**src/rtl/btn_pkg.sv**
```systemverilog
// btn_pkg: shared debounce FSM state encoding and counter width helper
package btn_pkg;
  typedef enum logic [1:0] {
    IDLE         = 2'b00,
    PRESS_WAIT   = 2'b01,
    HELD         = 2'b10,
    RELEASE_WAIT = 2'b11
  } state_t;
  function automatic int cnt_w(input int a, input int b, input int c);
    int m;
    m = a > b ? a : b;
    m = m > c ? m : c;
    return $clog2(m + 1);
  endfunction
endpackage

```
**src/rtl/sync_2ff.sv**
```systemverilog
// sync_2ff: two-flop synchronizer for an asynchronous input, async active-low clear
module sync_2ff (
  input  logic clk,
  input  logic reset,
  input  logic d,
  output logic q
);
  logic m;
  // shift the raw input through two flops to settle metastability
  always_ff @(posedge clk or negedge reset)
    if (!reset) {q, m} <= 2'b00;
    else        {q, m} <= {m, d};
endmodule

```
**src/rtl/button_pulse_gen.sv**
```systemverilog
// button_pulse_gen: debounced one-shot pulse from a bouncing button; BTN_REPEAT_EN adds hold-to-repeat
module button_pulse_gen
  import btn_pkg::*;
#(
  parameter int DB_CYCLES  = 1000000,
  parameter int REP_DELAY  = 50000000,
  parameter int REP_PERIOD = 10000000
) (
  input  logic clk,
  input  logic reset,
  input  logic btn_in,
  output logic pulse,
  output logic level,
  output logic busy
);
  localparam int CNT_W = cnt_w(DB_CYCLES, REP_DELAY, REP_PERIOD);
  localparam logic [CNT_W-1:0] DB_LAST = CNT_W'(DB_CYCLES - 1);
`ifdef BTN_REPEAT_EN
  localparam logic [CNT_W-1:0] RD_LAST = CNT_W'(REP_DELAY - 1);
  localparam logic [CNT_W-1:0] RP_LAST = CNT_W'(REP_PERIOD - 1);
  logic [CNT_W-1:0] rcnt;
  logic rep;
`endif
  state_t state;
  logic [CNT_W-1:0] cnt;
  logic btn_sync;
  sync_2ff u_sync (.clk(clk), .reset(reset), .d(btn_in), .q(btn_sync));
  // debounce FSM; level and busy are registered alongside each state change
  always_ff @(posedge clk or negedge reset)
    if (!reset) begin
      state <= IDLE;
      cnt   <= '0;
      pulse <= 1'b0;
      level <= 1'b0;
      busy  <= 1'b0;
`ifdef BTN_REPEAT_EN
      rcnt  <= '0;
      rep   <= 1'b0;
`endif
    end else begin
      pulse <= 1'b0;
      case (state)
        IDLE:
          if (btn_sync) begin
            state <= PRESS_WAIT;
            busy  <= 1'b1;
            cnt   <= '0;
          end
        PRESS_WAIT:
          if (!btn_sync) begin
            state <= IDLE;
            busy  <= 1'b0;
            cnt   <= '0;
          end else if (cnt == DB_LAST) begin
            state <= HELD;
            busy  <= 1'b0;
            level <= 1'b1;
            pulse <= 1'b1;
            cnt   <= '0;
`ifdef BTN_REPEAT_EN
            rcnt  <= '0;
            rep   <= 1'b0;
`endif
          end else cnt <= cnt + 1'b1;
        HELD:
          if (!btn_sync) begin
            state <= RELEASE_WAIT;
            busy  <= 1'b1;
            cnt   <= '0;
          end
`ifdef BTN_REPEAT_EN
          else if (rcnt == (rep ? RP_LAST : RD_LAST)) begin
            pulse <= 1'b1;
            rcnt  <= '0;
            rep   <= 1'b1;
          end else rcnt <= rcnt + 1'b1;
`endif
        RELEASE_WAIT:
          if (btn_sync) begin
            state <= HELD;
            busy  <= 1'b0;
            cnt   <= '0;
          end else if (cnt == DB_LAST) begin
            state <= IDLE;
            busy  <= 1'b0;
            level <= 1'b0;
            cnt   <= '0;
`ifdef BTN_REPEAT_EN
            rcnt  <= '0;
            rep   <= 1'b0;
`endif
          end else cnt <= cnt + 1'b1;
        default: state <= IDLE;
      endcase
    end
endmodule

```
**config.mk**
```make
export PLATFORM = sky130hd
export DESIGN_NAME = button_pulse_gen
export DESIGN_NICKNAME = d
export VERILOG_FILES = /design/src/rtl/btn_pkg.sv /design/src/rtl/sync_2ff.sv /design/src/rtl/button_pulse_gen.sv
export SDC_FILE = /design/constraint.sdc
export NUM_CORES = 1
export LEC_CHECK = 0
export ABC_AREA = 1
export CAP_MARGIN = 20
export CELL_PAD_IN_SITES_DETAIL_PLACEMENT = 0
export CELL_PAD_IN_SITES_GLOBAL_PLACEMENT = 1
export CORE_UTILIZATION = 47
export CTS_BUF_LIST = sky130_fd_sc_hd__clkbuf_4 sky130_fd_sc_hd__clkbuf_8
export CTS_CLUSTER_DIAMETER = 80
export CTS_CLUSTER_SIZE = 25
export DETAILED_ROUTE_END_ITERATION = 7
export PLACE_DENSITY = 0.79
export SYNTH_ARGS = -nofsm -noshare
export SYNTH_HDL_FRONTEND = slang
export SYNTH_HIERARCHICAL = 1
export SYNTH_SLANG_ARGS = --single-unit
```
**constraint.sdc**
```tcl
create_clock -name clk -period 1.9 [get_ports clk]
set_input_delay 0.475 -clock clk [delete_from_list [all_inputs] [get_ports clk]]
set_output_delay 0.475 -clock clk [all_outputs]
set_load 0.1 [all_outputs]
```
==> impl_metrics.env <==
export IMPL_combPwrFrac=0.127
export IMPL_cts_made_buffers=5
export IMPL_place_gp_congestion=0.8334
export IMPL_swShare=0.2771
export IMPL_pwr_share_clk=0.394
export IMPL_fillers=414
export IMPL_cap_violations=0
export IMPL_start_util=0.5091
export IMPL_fin_total_pwr_w=0.001527
export IMPL_grt_max_degree=34
export IMPL_hp_class="register to register"
export IMPL_skew_ps=9.229
export IMPL_ctsLongestPathBuffers=2
export IMPL_ir_drop_mv=0.3951
export IMPL_placementRows=23
export IMPL_final_area_um2=2374
export IMPL_cts_root_buf="clkbuf_8"
export IMPL_rsz0062_at_grt="no"
export IMPL_cts_sinks=33
export IMPL_cts_setup_buffers=0
export IMPL_crit_arrival_ps=1910
export IMPL_pin_count=6
export IMPL_grt_pass1_vias=1635
export IMPL_path_class="register to register"
export IMPL_drive_above_1_share=0.1645
export IMPL_hold_buffers=0
export IMPL_p_seq_frac=0.479
export IMPL_switching_power_w=0.0004231
export IMPL_start_kind="register"
export IMPL_final_util=0.5728
export IMPL_drc=0
export IMPL_synth_fp_nets=292
export IMPL_synth_cells=288
export IMPL_ys_seq_area_frac=0.3915
export IMPL_viasPerCell=4.921
export IMPL_cts_clk_slew_worst_paths_ps=80
export IMPL_period_needed_ps=1732
export IMPL_synth_common_cells="nand2_1, nor2_1, inv_1"
export IMPL_io_buffer_count=5
export IMPL_core_um2=4144
export IMPL_required_ps=2070
export IMPL_drt_pass1_iterations=4
export IMPL_max_slew_worst_pin_slew_ps=479.7
export IMPL_whs_path_depth=0
export IMPL_p_int_w=0.001104
export IMPL_grt_antenna_before_repair=0
export IMPL_ys_types=27
export IMPL_drt_iter0_drc=75
export IMPL_diodes=0
export IMPL_slew_headroom=0.6794
export IMPL_synth_most_common_cell="nand2_1"
export IMPL_ctsResizeCount=0
export IMPL_clk_latency_ps=290
export IMPL_fmaxAchievable_mhz=577.5
export IMPL_status="completed"
export IMPL_track_usage=0.2363
export IMPL_place_area_um2=2263
export IMPL_synth_area_per_cell_um2=7.325
export IMPL_power_density_nw_per_um2=643.3
export IMPL_die_width_um=69.00
export IMPL_leakagePower_nw=1.054
export IMPL_post_drt_wl_per_cell_um=13.34
export IMPL_wirelength_mm=4.723
export IMPL_synth_ff_type="dfrtp_1"
export IMPL_vias=1742
export IMPL_htree_num_levels=2
export IMPL_grt_remaining_overflow=0
export IMPL_yosys_warnings=6
export IMPL_synthTopCellsByArea="dfrtp_1, nand2_1, nor2_1, inv_1, o22ai_2"
export IMPL_fin_tns_setup_ps=0
export IMPL_area_delta_synth_final_pct=12.52
export IMPL_setup_viol=0
export IMPL_fp_dieH_um=69.00
export IMPL_postSynth_asyncResetShare=1.000
export IMPL_cts_tree="done"
export IMPL_final_hold_violation_count=0
export IMPL_ys_ff_latch=33
export IMPL_synth_edf_count=0
export IMPL_drtAntennaViolNets=0
export IMPL_syn_cell_area_um2=2110
export IMPL_yosysTopAreaCell="dfrtp_1"
export IMPL_crit_fanout=9
export IMPL_dieArea_um2=4760
export IMPL_fin_crit_sh=0.9114
export IMPL_end_kind="register"
export IMPL_detailed_place_hpwl_mm=3.487
export IMPL_drv_slew=0
export IMPL_fin_hold_ws_ps=381.5
export IMPL_r2r_cells=10
export IMPL_synth_top_area_frac=0.3915
export IMPL_grt_pass1_wl_mm=7.921
export IMPL_nNetsFinal=307
## layout make-up
cell class | instances | area (um2) | share of cell area
Multi-Input combinational cell | 216 | 1119 | 0.4713
Sequential cell | 33 | 825.8 | 0.3479
Clock inverter | 1 | 5.005 | 0.002109
Tap cell | 50 | 62.56 | 0.02636
Clock buffer | 7 | 96.34 | 0.04059
Timing Repair Buffer | 11 | 125.1 | 0.05271
Inverter | 36 | 140.1 | 0.05904
## critical path, cell delays in order (launching register included)
cell and delay [ps]:
dfrtp_1 390, ha_1 230, nand2_1 90, nor2_2 140
nand2_2 100, nor2_2 90, nand3_2 150, nand2_8 160
nand2_4 120, clkinv_4 90, nor2_1 40
## final timing paths
| path | from | to | slack (ps) |
|---|---|---|---|
| setup / recovery | cnt[1] | cnt[12] | 170 |
| min in group asynchronous | reset | cnt[2] | 600 |
| setup reg to reg | cnt[1] | cnt[12] | 170 |
| hold / removal | u_sync/m | u_sync/q | 380 |
| max in group asynchronous | reset | cnt[16] | 980 |
| hold reg to reg | u_sync/m | u_sync/q | 380 |
## state kept, by name (all words and copies together) (netlist names), named ones only
name,cells
cnt,26
busy,1
level,1
pulse,1
state,1
u_sync/m,1
u_sync/q,1
## metrics by stage
step / instances / setup WS [ps]
2_1_floorplan: 288 / 334.8
3_3_place_gp: 346 / 175.4
3_5_place_dp: 346 / 147.2
4_1_cts: 354 / 148.4
5_1_grt: 354 / 6.859
6_report: 354 / 168.4
## layout by cell type (no fill, tap or decap), drive strengths merged
| cell type | count |
|---|---|
| xnor2 | 2 |
| clkbuf | 7 |
| o21bai | 2 |
| nand4 | 5 |
| o21ai | 10 |
| nor4 | 1 |
| dfrtp | 33 |
| ha | 1 |
| buf | 9 |
| nand3 | 18 |
| clkinv | 2 |
| xor2 | 3 |
| nor2 | 58 |
| a21oi | 4 |
| nand3b | 1 |
| inv | 35 |
| nand2 | 104 |
| clkdlybuf4s50 | 2 |
| o22ai | 7 |
## per-layer routing
layer | track usage | routed length, um | up-vias
met2 | 0.3532 | 2013 | 17
met3 | 0.05428 | 110 | 4
li1 | - | - | 927
met1 | 0.3283 | 2534 | 794
met5 | 0 | 0 | -
met4 | 0.08929 | 65 | 0
## power by group through the flow
stage	combinational, W	clock, W	sequential, W
final	0.000194	0.000601	0.000732
after global routing	0.000213	0.000640	0.000733
after floorplan	0.0000951	0	0.000775
after global placement	0.000192	0	0.000745
after CTS	0.000193	0.000620	0.000732
after detailed placement	0.000192	0	0.000746
## kinds of logic (layout without fill, tap and decap cells)
| group | count (synthesis) | after routing | share of synthesized area |
|---|---|---|---|
| and+or+nand+nor | 187 | 187 | 0.4140 |
| buffers and inverters | 39 | 55 | 0.08244 |
| DFF | 33 | 33 | 0.3915 |
| AOI/OAI and AO/OA | 23 | 23 | 0.08541 |
| xor gates and xnor gates | 5 | 5 | 0.02076 |
| adders and majority gates | 1 | 1 | 0.005930 |
Note: power is estimated with default switching activity, not from simulation.
